==> src/rtl/fifo_word_packer.sv <==
// fifo_word_packer: pops bytes from an 8-bit FIFO and packs them little-endian
// into DATA_WIDTH-bit words on a valid/ready stream. A flush pulse closes the
// current partial word (zero-padded, byte count attached, out_last set).
module fifo_word_packer #(
    parameter int DATA_WIDTH = 64
) (
    input  logic                              clk,
    input  logic                              rst_n,
    input  logic                              fifo_empty,
    output logic                              fifo_rd_en,
    input  logic [7:0]                        fifo_rdata,
    input  logic                              flush,
    output logic                              out_valid,
    input  logic                              out_ready,
    output logic [DATA_WIDTH-1:0]             out_data,
    output logic [$clog2(DATA_WIDTH/8):0]     out_bytes,
    output logic                              out_last
);

    localparam int BYTES = DATA_WIDTH / 8;
    localparam int CW    = $clog2(BYTES) + 1;

    // cnt == FULL_CNT marks the HOLD state: asm is complete but the output
    // register is still occupied, so the word waits in asm.
    localparam logic [CW-1:0] FULL_CNT  = CW'(BYTES);
    localparam logic [CW-1:0] LAST_LANE = CW'(BYTES - 1);
    localparam logic [CW:0]   FULL_EXT  = (CW + 1)'(BYTES);

    // Assembly side
    logic [DATA_WIDTH-1:0] asm_word;
    logic [DATA_WIDTH-1:0] asm_word_nxt;
    logic [DATA_WIDTH-1:0] asm_merged;
    logic [CW-1:0]         cnt;
    logic [CW-1:0]         cnt_nxt;
    logic                  pend;
    logic                  flush_pend;
    logic                  flush_pend_nxt;

    // Output register next values
    logic                  out_valid_nxt;
    logic [DATA_WIDTH-1:0] out_data_nxt;
    logic [CW-1:0]         out_bytes_nxt;
    logic                  out_last_nxt;

    logic                  out_free;
    logic                  in_hold;
    logic                  completing;

    // The output register can take a new word when empty or draining this edge.
    assign out_free   = !out_valid || out_ready;
    assign in_hold    = (cnt == FULL_CNT);
    assign completing = pend && (cnt == LAST_LANE);

    // A pop is only issued when a free lane is guaranteed for its byte, counting
    // the byte already in flight; a pending flush freezes the FIFO side.
    assign fifo_rd_en = !fifo_empty && !flush_pend &&
                        (({1'b0, cnt} + {{CW{1'b0}}, pend}) < FULL_EXT);

    // Merge the arriving byte into lane cnt of the assembly word.
    always_comb begin
        asm_merged = asm_word;
        for (int k = 0; k < BYTES; k++) begin
            if (pend && (cnt == CW'(k))) begin
                asm_merged[8*k +: 8] = fifo_rdata;
            end
        end
    end

    // Next-state: byte capture, word completion / HOLD release, flush service.
    always_comb begin
        asm_word_nxt   = asm_word;
        cnt_nxt        = cnt;
        flush_pend_nxt = flush_pend;
        out_valid_nxt  = out_valid;
        out_data_nxt   = out_data;
        out_bytes_nxt  = out_bytes;
        out_last_nxt   = out_last;

        if (out_valid && out_ready) begin
            out_valid_nxt = 1'b0;
        end

        if (in_hold) begin
            // A full word parked in asm moves out as soon as the register frees.
            // A flush that arrived meanwhile is satisfied by this same word.
            if (out_free) begin
                out_valid_nxt  = 1'b1;
                out_data_nxt   = asm_word;
                out_bytes_nxt  = FULL_CNT;
                out_last_nxt   = flush_pend;
                flush_pend_nxt = 1'b0;
                asm_word_nxt   = '0;
                cnt_nxt        = '0;
            end
        end else if (completing) begin
            if (out_free) begin
                out_valid_nxt  = 1'b1;
                out_data_nxt   = asm_merged;
                out_bytes_nxt  = FULL_CNT;
                out_last_nxt   = flush_pend;
                flush_pend_nxt = 1'b0;
                asm_word_nxt   = '0;
                cnt_nxt        = '0;
            end else begin
                asm_word_nxt = asm_merged;
                cnt_nxt      = FULL_CNT;
            end
        end else if (pend) begin
            asm_word_nxt = asm_merged;
            cnt_nxt      = cnt + CW'(1);
        end else if (flush_pend && out_free) begin
            // Nothing in flight: close the partial word, or just drop the
            // request when there is nothing to send.
            if (cnt != '0) begin
                out_valid_nxt = 1'b1;
                out_data_nxt  = asm_word;
                out_bytes_nxt = cnt;
                out_last_nxt  = 1'b1;
                asm_word_nxt  = '0;
                cnt_nxt       = '0;
            end
            flush_pend_nxt = 1'b0;
        end

        // A flush seen while one is already pending is absorbed.
        if (flush && !flush_pend) begin
            flush_pend_nxt = 1'b1;
        end
    end

    // State and output registers; reset discards any in-flight byte and partial word.
    always_ff @(posedge clk or negedge rst_n) begin
        if (!rst_n) begin
            asm_word   <= '0;
            cnt        <= '0;
            pend       <= 1'b0;
            flush_pend <= 1'b0;
            out_valid  <= 1'b0;
            out_data   <= '0;
            out_bytes  <= '0;
            out_last   <= 1'b0;
        end else begin
            asm_word   <= asm_word_nxt;
            cnt        <= cnt_nxt;
            pend       <= fifo_rd_en;
            flush_pend <= flush_pend_nxt;
            out_valid  <= out_valid_nxt;
            out_data   <= out_data_nxt;
            out_bytes  <= out_bytes_nxt;
            out_last   <= out_last_nxt;
        end
    end

endmodule
==> config.mk <==
export PLATFORM = sky130hd
export DESIGN_NAME = fifo_word_packer
export DESIGN_NICKNAME = d
export VERILOG_FILES = /design/src/rtl/fifo_word_packer.sv
export SDC_FILE = /design/constraint.sdc
export NUM_CORES = 1
export LEC_CHECK = 0
export CORE_MARGIN = 5
export CORE_UTILIZATION = 40
export DETAILED_ROUTE_END_ITERATION = 7
export PLACE_DENSITY = 0.71
export SLEW_MARGIN = 40
export SYNTH_ARGS = -nofsm -noshare
export SYNTH_HDL_FRONTEND = slang
export SYNTH_SLANG_ARGS = --single-unit
export TNS_END_PERCENT = 20
==> constraint.sdc <==
create_clock -name clk -period 2.29 [get_ports clk]
set_clock_uncertainty 0.1 [all_clocks]
set_input_delay 0.687 -clock clk [delete_from_list [all_inputs] [get_ports clk]]
set_output_delay 0.687 -clock clk [all_outputs]
set_load 0.01 [all_outputs]
-- Word level (Yosys, flattened, before mapping)
Index checks and enable logic that the tools add are counted.
- bits in registers: 140
- latch bits: 0
- bits in writable memories: 0
- bits in read-only memories: 0
- bits of input ports: 13
- output and inout port bits: 71
- logic and storage cells: 105
- memories kept: 0
- add/sub/neg operators: 2
- $mul: 0
- div/mod/pow operators: 0
- $lt $le $gt $ge: 1
- equality and inequality tests: 12
- shift-type cells: 0
- mux-type cells: 54
- bitwise logic cells: 0
- reductions and logical operators: 28
- operator list (operator ; count):
    $mux 64 ; 14
    $mux 8 ; 8
    $mux 4 ; 13
    $mux 1 ; 19
    $eq 4x3->1 const B ; 4
    $reduce_bool 4->1 ; 4
    $logic_and 1x1->1 ; 13
    $eq 4x2->1 const B ; 2
    $reduce_and 3->1 ; 2
    $reduce_bool 3->1 ; 2
    $add 4x1->5 ; 1
    $lt 5x4->1 const B ; 1
    $reduce_and 5->1 ; 1
    $add 4x1->4 const B ; 1
    $eq 4x1->1 const B ; 1
    $eq 4x4->1 const B ; 1
    $logic_not 4->1 ; 1
    $ne 2x2->1 const B ; 2
    $ne 4x1->1 const B ; 1
    $logic_not 1->1 ; 3
    $ne 3x1->1 const B ; 1
    $reduce_and 2->1 ; 1
    $logic_or 1x1->1 ; 1

-- Logic depth before layout (Yosys ltp)
- depth after elaboration: 8
- gate-level depth with buffers: 9
- gate-level depth less buffers: 6

-- Least setup slack after synthesis
OpenSTA, ideal clock, no wires.
- path kind: flip-flop to flip-flop
- start point: register cnt[0]
- end point: register out_data[34]
- setup time: 0.125 ns
- arrival: 1.837 ns
- data required time: 2.065 ns
- slack: 0.228 ns
- cell stages (with the launch flop): 10
- buffers on the path: 3
- period minus slack after synthesis: 2.062 ns
- cells stage by stage: dfrtp_1 > inv_1 > ha_1 > buf_4 > nand3b_2 > o21ai_2 > o21a_4 > buf_8 > buf_8 > mux2_4
- cells in the longest elaborated chain, start to end: 6
- elaborated cells on any way between the ends: 16
- classes of those cells: eq/ne: 6; mux: 4; reduce/logical: 6
- ends and longest elaborated chain (item ; RTL line ; source):
    from (decl) ; 33 ; logic [CW-1:0] cnt;
    from (signal assigned) ; 144 ; cnt <= cnt_nxt;
    $eq 4x3->1 ; 63 ; if (pend && (cnt == CW'(k))) begin
    $logic_and 1x1->1 ; 63 ;
    $mux 8 ; 63 ;
    $mux 64 ; 96 ; if (out_free) begin
    $mux 64 ; 95 ; end else if (completing) begin
    $mux 64 ; 83 ; if (in_hold) begin
    to (signal assigned) ; 148 ; out_data <= out_data_nxt;
    to (decl) ; 15 ; output logic [DATA_WIDTH-1:0] out_data,
Several ways; a longest one is shown, not always the timed one. The select of a mux whose other input is x is not followed.
A chain may end at the register's enable or synchronous reset.

-- Final worst setup path
- start point: input port fifo_empty
- end point: output port fifo_rd_en
- cells in the longest elaborated chain, start to end: 3
- ends and longest elaborated chain (item ; RTL line ; source):
    from (decl) ; 9 ; input logic fifo_empty,
    $logic_not 1->1 ; 56 ; assign fifo_rd_en = !fifo_empty && !flush_pend &&
    $logic_and 1x1->1 (2 in a row) ; 56 ;
    to (decl) ; 10 ; output logic fifo_rd_en,
No other way between the ends.

==> qor.yml <==
ys_async_sr_fraction_pct: 100
synthTopCellsByArea: "dfrtp_1, mux2_2, mux2_4"
worstPathRequired_ns: 1.50
ys_ff_latch: 140
synth_top_cell_by_area: "dfrtp_1"
fin_crit_sh_pct: 101
hold_path_class: "in -> async"
setup_tns_ns: -0.0321
port-buffer-count: 83
vias: 4557
cts.hold.buffers_added: 0
synth_flop_cell: "dfrtp_1"
dp_cells: 826
die_w_um: 137
cellPowerDensity_mw_per_mm2: 1240
grt_usage_pct: 18.0
topRoutingLayerUsed: "met4"
grt_start_max_net_pins: 54
report.power.total_mw: 10.5
cp_max_fo: 2
critical_path.endpoint_type: "output port"
synth.distinct_cells: 50
drt-total-wl_um: 16300
synth_top_area_share_pct: 54.1
peakVddDrop_uv: 617
fill_cells: 1392
syn-num-nets: 527
rsz0062_at_grt: "true"
startpoint_type: "input pin"
dieHeight_um: 137
cp.arrival_ns: 1.54
place.gp.congestion: 0.856
clk_latency_ns: 0.42
fmax_mhz: 431
cts_tree: "yes"
tightest_slew_ns: 0.577
cts_max_level: 4
core_area_mm2: 0.0159
route.detailed.drc: 0
max_cap_viol_count: 0
final_area_mm2: 0.00849
layoutNonFillerInstCount: 862
netlist_area_mm2: 0.00647
routed_via_density: 5.29
status: "finished with violations"
wl_met3_um: 1050
diodes: 0
fin_ws_ns: -0.0321
grt_pass1_vias: 4822
grt-ovfl-total: 0
hold_ws_ns: 0.0893
clkSlewWorstSetupHoldPaths_ns: 0.06
violations: "setup timing"
hpwl_um: 11300
cts_made_buffers: 17
initial_utilization_pct: 40.7
grt_antenna_before_repair: 0
timing.final.max_slew_violations: 0
yosysMostFrequentCell: "dfrtp_1"
synth_cells: 510
wl_per_cell_um: 18.9
first_iter_violations: 281
placement_rows: 46
ys_warn_count: 0
clock_sinks: 140
detail_route.first_pass.iterations: 4
seq_area_frac_synth_pct: 54.1
criticalPathCategory: "in -> out"
slew_headroom_pct: 61.4
synth_commonest_cells: "dfrtp_1, mux2_2, nand2_1"
hold_viol: 0
final_nets: 651
fin_crit_ns: 2.32
ctsLongestPathBuffers: 2
ios: 84
drive_gt1_share_pct: 31.0
syn_area_per_cell_um2: 12.7
setup_viol: 1
clock-root-buffer: "clkbuf_16"
total_leakage_power_nw: 4.01
grt_pass1_wl_um: 26300
drtAntennaViolNets: 0
die_area_mm2: 0.0188
synth_edf_count: 0
synthToLayoutAreaGrowth_pct: 31.3
wl_met2_um: 7680
met1_length_um: 7140
dpl-instance-area_mm2: 0.00781
## cells in the final DEF, fill, tap and decap left out, types with 18 or more instances in the layout
cell               n
dfrtp_1          140
clkdlybuf4s50_1   81
mux2_2            61
buf_4             46
nand2_1           42
mux2_4            27
inv_1             26
and3_1            24
a221o_1           24
a22o_1            23
clkbuf_16         18
## stage by stage
step	utilization, %	worst slack (ns)
after detailed placement	49.1	-0.529
final	53.5	-0.0321
after global placement	49.1	-0.487
after CTS	53.0	-0.0470
after global routing	53.5	-0.0656
after floorplan	-	0.228
## what timing repair did
action / CTS / global route
setup buffers: 0 / 4
setup endpoints to repair: 36 / 62
resized for setup: 9 / 6
gates cloned: 0 / 1
pin swaps: 0 / 3
## cell type report
| cell class | instances | area (um2) | area share [%] |
|---|---|---|---|
| sequential | 140 | 3500 | 41.2 |
| multi-input combinational | 310 | 2670 | 31.5 |
| timing repair buffer | 139 | 1360 | 16.0 |
| clock buffer | 19 | 443 | 5.22 |
| tap | 216 | 270 | 3.18 |
| clock inverter | 12 | 146 | 1.72 |
| inverter | 26 | 97.6 | 1.15 |
## registers in the layout, summed over array words and instances (netlist names)
register    cells
asm_word       64
cnt             4
flush_pend      1
out_bytes       4
out_data       64
out_last        1
out_valid       1
pend            1
## cell families (layout without fill, tap and decap cells)
group	count (synthesis)	after routing	share of synthesized area (%)
buffers and inverters	60	196	5.24
flip-flops	140	140	54.1
AND/OR/NAND/NOR	115	115	9.21
multiplexers	91	91	17.3
AO/OA/AOI/OAI	99	99	13.2
XOR/XNOR	1	1	0.135
adder cells (fa/ha/maj)	4	4	0.774
## metal layers
layer / global-route usage (%) / vias up
met3: 5.37 / 27
met4: 7.71 / 0
met2: 27.5 / 144
met1: 24.0 / 2281
li1: - / 2105
met5: 0 / -
## power breakdown
group / switching (mW) / internal [mW]
combinational: 1.89 / 2.25
clock: 1.03 / 1.72
sequential: 0.453 / 3.18
## final timing paths
| path | slack, ns | end | cells after the start | startpoint |
|---|---|---|---|---|
| worst max register to register | 0.08 | asm_word[48]$_DFFE_PN0P_ | 9 | cnt[1]$_DFFE_PN0P_ |
| worst min-delay path | 0.09 | out_data[60]$_DFFE_PN0P_ | 1 | rst_n |
| worst max-delay path | -0.03 | fifo_rd_en | 3 | fifo_empty |
| max in group asynchronous | 1.38 | out_data[41]$_DFFE_PN0P_ | 2 | rst_n |
| worst min register to register | 0.39 | pend$_DFF_PN0_ | 1 | cnt[3]$_DFFE_PN0P_ |
| min in group clk | 0.39 | pend$_DFF_PN0_ | 1 | cnt[3]$_DFFE_PN0P_ |
## critical path, cell delays in order
cell,delay [ns]
clkdlybuf4s50_1,0.42
nor4_2,0.24
buf_2,0.19
Note: power is estimated with default switching activity, not from simulation.
